===== src/rtl/alu_pkg.sv =====
// alu_pkg: op codes, FSM state encoding and operand-invert decode for the serial ALU
package alu_pkg;
    localparam logic [2:0] OP_AND  = 3'b000;
    localparam logic [2:0] OP_OR   = 3'b001;
    localparam logic [2:0] OP_ADD  = 3'b010;
    localparam logic [2:0] OP_NAND = 3'b011;
    localparam logic [2:0] OP_NOR  = 3'b100;
    localparam logic [2:0] OP_ADDN = 3'b101;
    localparam logic [2:0] OP_SUB  = 3'b110;
    localparam logic [2:0] OP_SLT  = 3'b111;

    typedef enum logic [1:0] {IDLE, RUN, DONE} state_t;

    // Subtract-style ops invert B and start with carry 1 (two's complement)
    function automatic logic binvert(input logic [2:0] op);
        return op == OP_SUB || op == OP_SLT;
    endfunction
endpackage


===== src/rtl/alu_serial_seq_if.sv =====
// alu_serial_seq_if: request/response handshake bundle between issue, serial ALU and writeback
interface alu_serial_seq_if #(parameter int W = 8);
    logic         in_valid;
    logic         in_ready;
    logic [W-1:0] a;
    logic [W-1:0] b;
    logic [2:0]   op;
    logic         out_valid;
    logic         out_ready;
    logic [W-1:0] result;
    logic         zero;
    logic         overflow;
    logic         carry_out;

    modport master(output in_valid, a, b, op, out_ready,
                   input  in_ready, out_valid, result, zero, overflow, carry_out);
    modport slave (input  in_valid, a, b, op, out_ready,
                   output in_ready, out_valid, result, zero, overflow, carry_out);
endinterface


===== src/rtl/alu_bit_slice.sv =====
// alu_bit_slice: combinational 1-bit ALU slice; carry chain is always computed, even for logic ops
module alu_bit_slice
    import alu_pkg::*;
(
    input  logic       a,
    input  logic       b,
    input  logic       binvert,
    input  logic       carry_in,
    input  logic [2:0] operation,
    input  logic       less,
    output logic       result,
    output logic       carry_out,
    output logic       sum
);
    logic bb;

    assign bb        = b ^ binvert;
    assign sum       = a ^ bb ^ carry_in;
    assign carry_out = (a & bb) | (carry_in & (a ^ bb));

    always_comb begin
        result = sum;
        case (operation)
            OP_AND:  result = a & bb;
            OP_OR:   result = a | bb;
            OP_NAND: result = ~(a & bb);
            OP_NOR:  result = ~(a | bb);
            OP_SLT:  result = less;
            default: result = sum;
        endcase
    end
endmodule


===== src/rtl/alu_serial_seq.sv =====
// alu_serial_seq: bit-serial ALU sequencer, one bit per cycle LSB first through a single slice
module alu_serial_seq
    import alu_pkg::*;
#(
    parameter int W = 8
) (
    input logic            clk,
    input logic            rst_n,
    alu_serial_seq_if.slave bus
);
    localparam int CW = $clog2(W);

    state_t        state, nstate;
    logic [CW-1:0] cnt;
    logic          carry;
    logic [W-1:0]  ra, rb, res, nres;
    logic [2:0]    rop;
    logic          zero_r, ovf_r, cout_r;
    logic          s_res, s_cout, s_sum, last;

    assign last = cnt == CW'(W - 1);

    alu_bit_slice u_slice (
        .a         (ra[cnt]),
        .b         (rb[cnt]),
        .binvert   (binvert(rop)),
        .carry_in  (carry),
        .operation (rop),
        .less      (1'b0),
        .result    (s_res),
        .carry_out (s_cout),
        .sum       (s_sum)
    );

    always_ff @(posedge clk) begin
        if (!rst_n) state <= IDLE;
        else        state <= nstate;
    end

    always_comb begin
        nstate = state;
        case (state)
            IDLE:    nstate = bus.in_valid ? RUN : IDLE;
            RUN:     nstate = last ? DONE : RUN;
            DONE:    nstate = bus.out_ready ? IDLE : DONE;
            default: nstate = IDLE;
        endcase
    end

    // SLT bit 0 is stored as 0 while running and replaced by the MSB sum on the last bit
    always_comb begin
        nres      = res;
        nres[cnt] = s_res;
        if (last && rop == OP_SLT) nres = {{(W-1){1'b0}}, s_sum};
    end

    always_ff @(posedge clk) begin
        if (!rst_n) begin
            cnt    <= '0;
            carry  <= 1'b0;
            ra     <= '0;
            rb     <= '0;
            rop    <= OP_AND;
            res    <= '0;
            zero_r <= 1'b0;
            ovf_r  <= 1'b0;
            cout_r <= 1'b0;
        end else if (state == IDLE && bus.in_valid) begin
            ra    <= bus.a;
            rb    <= bus.b;
            rop   <= bus.op;
            carry <= binvert(bus.op);
            cnt   <= '0;
        end else if (state == RUN) begin
            res   <= nres;
            carry <= s_cout;
            cnt   <= cnt + 1'b1;
            if (last) begin
                zero_r <= nres == '0;
                cout_r <= s_cout;
                ovf_r  <= (rop == OP_ADD || rop == OP_SUB) && (carry ^ s_cout);
            end
        end
    end

    assign bus.in_ready  = state == IDLE;
    assign bus.out_valid = state == DONE;
    assign bus.result    = res;
    assign bus.zero      = zero_r;
    assign bus.overflow  = ovf_r;
    assign bus.carry_out = cout_r;
endmodule


===== src/flat_wrapper.sv =====
// flat-port wrapper written by rule: the top's interface ports become plain ports
module alu_serial_seq_flat import alu_pkg::*;
#(
    parameter int W = 8
)
  (clk, rst_n, bus_in_valid, bus_a, bus_b, bus_op, bus_out_ready, bus_in_ready, bus_out_valid, bus_result, bus_zero, bus_overflow, bus_carry_out);
  alu_serial_seq_if #(.W(W)) bus_i ();
  input logic clk;
  input logic rst_n;
  input wire logic [$bits(bus_i.in_valid)-1:0] bus_in_valid;
  input wire logic [$bits(bus_i.a)-1:0] bus_a;
  input wire logic [$bits(bus_i.b)-1:0] bus_b;
  input wire logic [$bits(bus_i.op)-1:0] bus_op;
  input wire logic [$bits(bus_i.out_ready)-1:0] bus_out_ready;
  output wire logic [$bits(bus_i.in_ready)-1:0] bus_in_ready;
  output wire logic [$bits(bus_i.out_valid)-1:0] bus_out_valid;
  output wire logic [$bits(bus_i.result)-1:0] bus_result;
  output wire logic [$bits(bus_i.zero)-1:0] bus_zero;
  output wire logic [$bits(bus_i.overflow)-1:0] bus_overflow;
  output wire logic [$bits(bus_i.carry_out)-1:0] bus_carry_out;
  assign bus_i.in_valid = bus_in_valid;
  assign bus_i.a = bus_a;
  assign bus_i.b = bus_b;
  assign bus_i.op = bus_op;
  assign bus_i.out_ready = bus_out_ready;
  assign bus_in_ready = bus_i.in_ready;
  assign bus_out_valid = bus_i.out_valid;
  assign bus_result = bus_i.result;
  assign bus_zero = bus_i.zero;
  assign bus_overflow = bus_i.overflow;
  assign bus_carry_out = bus_i.carry_out;
  alu_serial_seq #(.W(W)) u_core (.clk(clk), .rst_n(rst_n), .bus(bus_i));
endmodule

===== config.mk =====
export PLATFORM = sky130hd
export DESIGN_NAME = alu_serial_seq_flat
export DESIGN_NICKNAME = d
export VERILOG_FILES = /design/src/rtl/alu_pkg.sv /design/src/rtl/alu_serial_seq_if.sv /design/src/rtl/alu_bit_slice.sv /design/src/rtl/alu_serial_seq.sv /design/src/flat_wrapper.sv
export SDC_FILE = /design/constraint.sdc
export NUM_CORES = 1
export LEC_CHECK = 0
export ABC_AREA = 1
export CELL_PAD_IN_SITES_DETAIL_PLACEMENT = 0
export CELL_PAD_IN_SITES_GLOBAL_PLACEMENT = 1
export CORE_MARGIN = 8
export CORE_UTILIZATION = 36
export DETAILED_ROUTE_END_ITERATION = 7
export PLACE_DENSITY = 0.91
export SYNTH_ARGS = -nofsm -noshare
export SYNTH_HDL_FRONTEND = slang
export SYNTH_SLANG_ARGS = --single-unit

===== constraint.sdc =====
create_clock -name clk -period 3.4 [get_ports clk]
set_input_delay 1.02 -clock clk [delete_from_list [all_inputs] [get_ports clk]]
set_output_delay 1.02 -clock clk [all_outputs]
set_load 0.02 [all_outputs]

==> reports/metrics.yaml <==
outcome:
  status: "finished, final reports clean"
clocking:
  clock_sinks: 36
  post_cts_buffers: 0
  root_buffer: "clkbuf_8"
  clk_pin_slew_worst_paths_ns: 0.08
  insertion_delay_ns: 0.29
  hold_buffers: 0
  htree_levels: 2
  numCtsBuffers: 5
  ctsLongestPathBuffers: 2
  cts_tree: "yes"
global_route:
  track_usage: 0.119
  grt_max_degree: 28
  grt_pass1_wl_mm: 7.14
  grt.met3_usage: 0.0363
  met1_usage: 0.148
  top_usage_layer: "met2"
  use_met2: 0.190
  grt_pass1_vias: 1580
  antenna_found_initial: 0
  gr-total-overflow: 0
worst_setup_path:
  path_class: "flip-flop to flip-flop"
  ff2ff_path_depth: 18
  regToRegStartpoint: "u_core.cnt[2]"
  r2r_slack_ns: 0.36
  endpoint_kind: "flip-flop"
  path_max_fanout: 7
  crit_required_ns: 3.63
  cp-endpoint: "u_core.bus.zero"
  critPathLaunch: "u_core.cnt[2]"
  reg2reg_to: "u_core.bus.zero"
  cp.arrival_ns: 3.27
  critPathLaunchType: "flip-flop"
cells_and_area:
  post-route-util: 0.486
  num-nets-final: 316
  syn_to_final_growth_pct: 29.7
  final_cell_mix: "dfxtp_1, clkdlybuf4s50_1, nand2_1, nor2_1, o21ai_0"
  final_common_cell: "dfxtp_1"
  post_route_cells_drive_above_1_share: 0.0969
  fillers: 469
  antenna_cells: 0
place:
  gp_congestion: 0.960
  place_ws_ns: 0.366
  dpl.hpwl_mm: 3.32
  portBuffers: 35
routing:
  drt_iter0_markers: 120
  num_vias: 1685
  remaining_drc_errors: 0
  routed_wl_mm: 4.26
  viasPerCell: 4.73
  ant_nets: 0
  firstDrtPassIters: 4
  routedWlPerCell_um: 12.0
power_and_ir_drop:
  power.leakage_nw: 0.963
  vdd_drop_max_uv: 211
  powerDensity_mw_per_mm2: 424
synthesis:
  ys_seq_area_frac: 0.407
  ys_types: 30
  synth_area_leader_cell: "dfxtp_1"
  ys_top_cells_by_area: "dfxtp_1, o21ai_0, nand2_1"
  synth_top_area_share: 0.407
  synthCells: 251
  ys_ff_latch: 36
  synthesis.nets: 279
  postSynthAreaPerCell_um2: 7.06
  ys_warn_count: 0
  synth_area_mm2: 0.00177
timing:
  setup-violations-final: 0
  fin_crit_sh: 0.894
  maxSlewViolCount: 0
  tns_ns: 0
  rsz0062_at_grt: "false"
  fmax_ghz: 0.329
  period_needed_ns: 3.04
  fin_ws_ns: 0.362
  fin_hold_ws_ns: 0.471
  relSlewSlack: 0.708
  fin_skew_ns: 0.00530
  worst-slew-pin-transition_ns: 0.437
  finalHoldViolations: 0
run:
  max-cap-violations: 0
worst_hold_path:
  hold_path.class: "flip-flop to flip-flop"
  min-delay-start: "u_core.rb[5]"
floorplanning:
  die_width_um: 86.2
  coreArea_mm2: 0.00472
  rows: 25
  fp.dieArea_mm2: 0.00742
  ios: 36
  die_h_um: 86.2
  initial_core_util: 0.375
-- power breakdown --
part / total (mW) / internal (mW) / switching [mW]
Combinational: 0.195 / 0.0861 / 0.108
Sequential: 0.474 / 0.452 / 0.0216
Clock: 0.306 / 0.145 / 0.161
Total: 0.974 / 0.683 / 0.291
-- what timing repair did --
item	in CTS	in global routing
endpoints found under the hold margin	0	0
gates resized for setup	0	1
setup endpoints to repair	0	1
-- per-layer routing --
metal,vias to the layer above,part of all wire
met4,0,0.013
met2,50,0.44
li1,899,-
met1,731,0.49
met3,5,0.056
met5,-,0
-- registers in the layout, summed over array words and instances, names as in the netlist --
| signal | cells |
|---|---|
| u_core.rb | 8 |
| u_core.bus.overflow | 1 |
| u_core.bus.carry_out | 1 |
| u_core.carry | 1 |
| u_core.bus.result | 8 |
| u_core.bus.zero | 1 |
| u_core.state | 2 |
| u_core.rop | 3 |
| u_core.cnt | 3 |
| u_core.ra | 8 |
-- worst min-delay path by stage --
stage,endpoint,cells after the start,slack [ns]
after CTS,u_core.rb[5],2,0.48
after global routing,u_core.rb[3],2,0.49
final,u_core.rb[5],2,0.47
after global placement,u_core.rb[5],2,0.45
after detailed placement,u_core.rb[5],2,0.47
after floorplan,u_core.rb[3],2,0.43
-- critical path, cell delays in order (launching register included) --
cell      delay [ns]
dfxtp_1         0.46
inv_1           0.12
nand3_1         0.17
inv_2           0.05
a221oi_1        0.32
nand2_1         0.18
xnor2_2         0.20
fa_1            0.46
inv_1           0.09
nand2_1         0.05
nand3_1         0.06
nand2_1         0.06
nand2_1         0.17
nand3_1         0.10
nand2_1         0.11
nand2_1         0.06
nor2_1          0.10
nand3_1         0.09
a21oi_2         0.11
-- area by class of cell --
cell class	instances	area (um2)	area share
clock buffer	5	68.8	0.0300
clock inverter	3	23.8	0.0103
inverter	35	131	0.0572
multi-input combinational	172	896	0.390
sequential	36	721	0.314
tap	67	83.8	0.0365
timing repair buffer	38	373	0.162
-- synthesized netlist by cell type, drive strengths merged --
library cell	n
fa	1
o21ai	33
o22ai	2
a22oi	1
clkinv	1
inv	34
dfxtp	36
clkbuf	6
xnor2	1
a221oi	2
o21a	4
nor3	2
ha	4
a211o	1
nand2	34
buf	2
nand4	1
nor2	36
xor2	1
o211ai	1
a22o	2
nand3	21
a21oi	25
-- per-stage QoR --
| step | total power, mW | instance area (um2) | std cells |
|---|---|---|---|
| after floorplan | 0.601 | 1770 | 251 |
| after global placement | 0.675 | 2200 | 348 |
| after detailed placement | 0.676 | 2200 | 348 |
| after CTS | 0.982 | 2290 | 356 |
| after global routing | 1.03 | 2300 | 356 |
| final | 0.974 | 2300 | 356 |
-- cells by family (layout without fill, tap and decap cells) --
group                      Yosys count  after routing  share of synthesized area
DFF                                 36             36                      0.407
adders and majority gates            5              5                     0.0395
AOI/OAI and AO/OA                   71             71                      0.223
buffers and inverters               43             81                     0.0918
xor gates and xnor gates             2              2                    0.00989
and+or+nand+nor                     94             94                      0.229
Power figures use the tool's default switching activity.
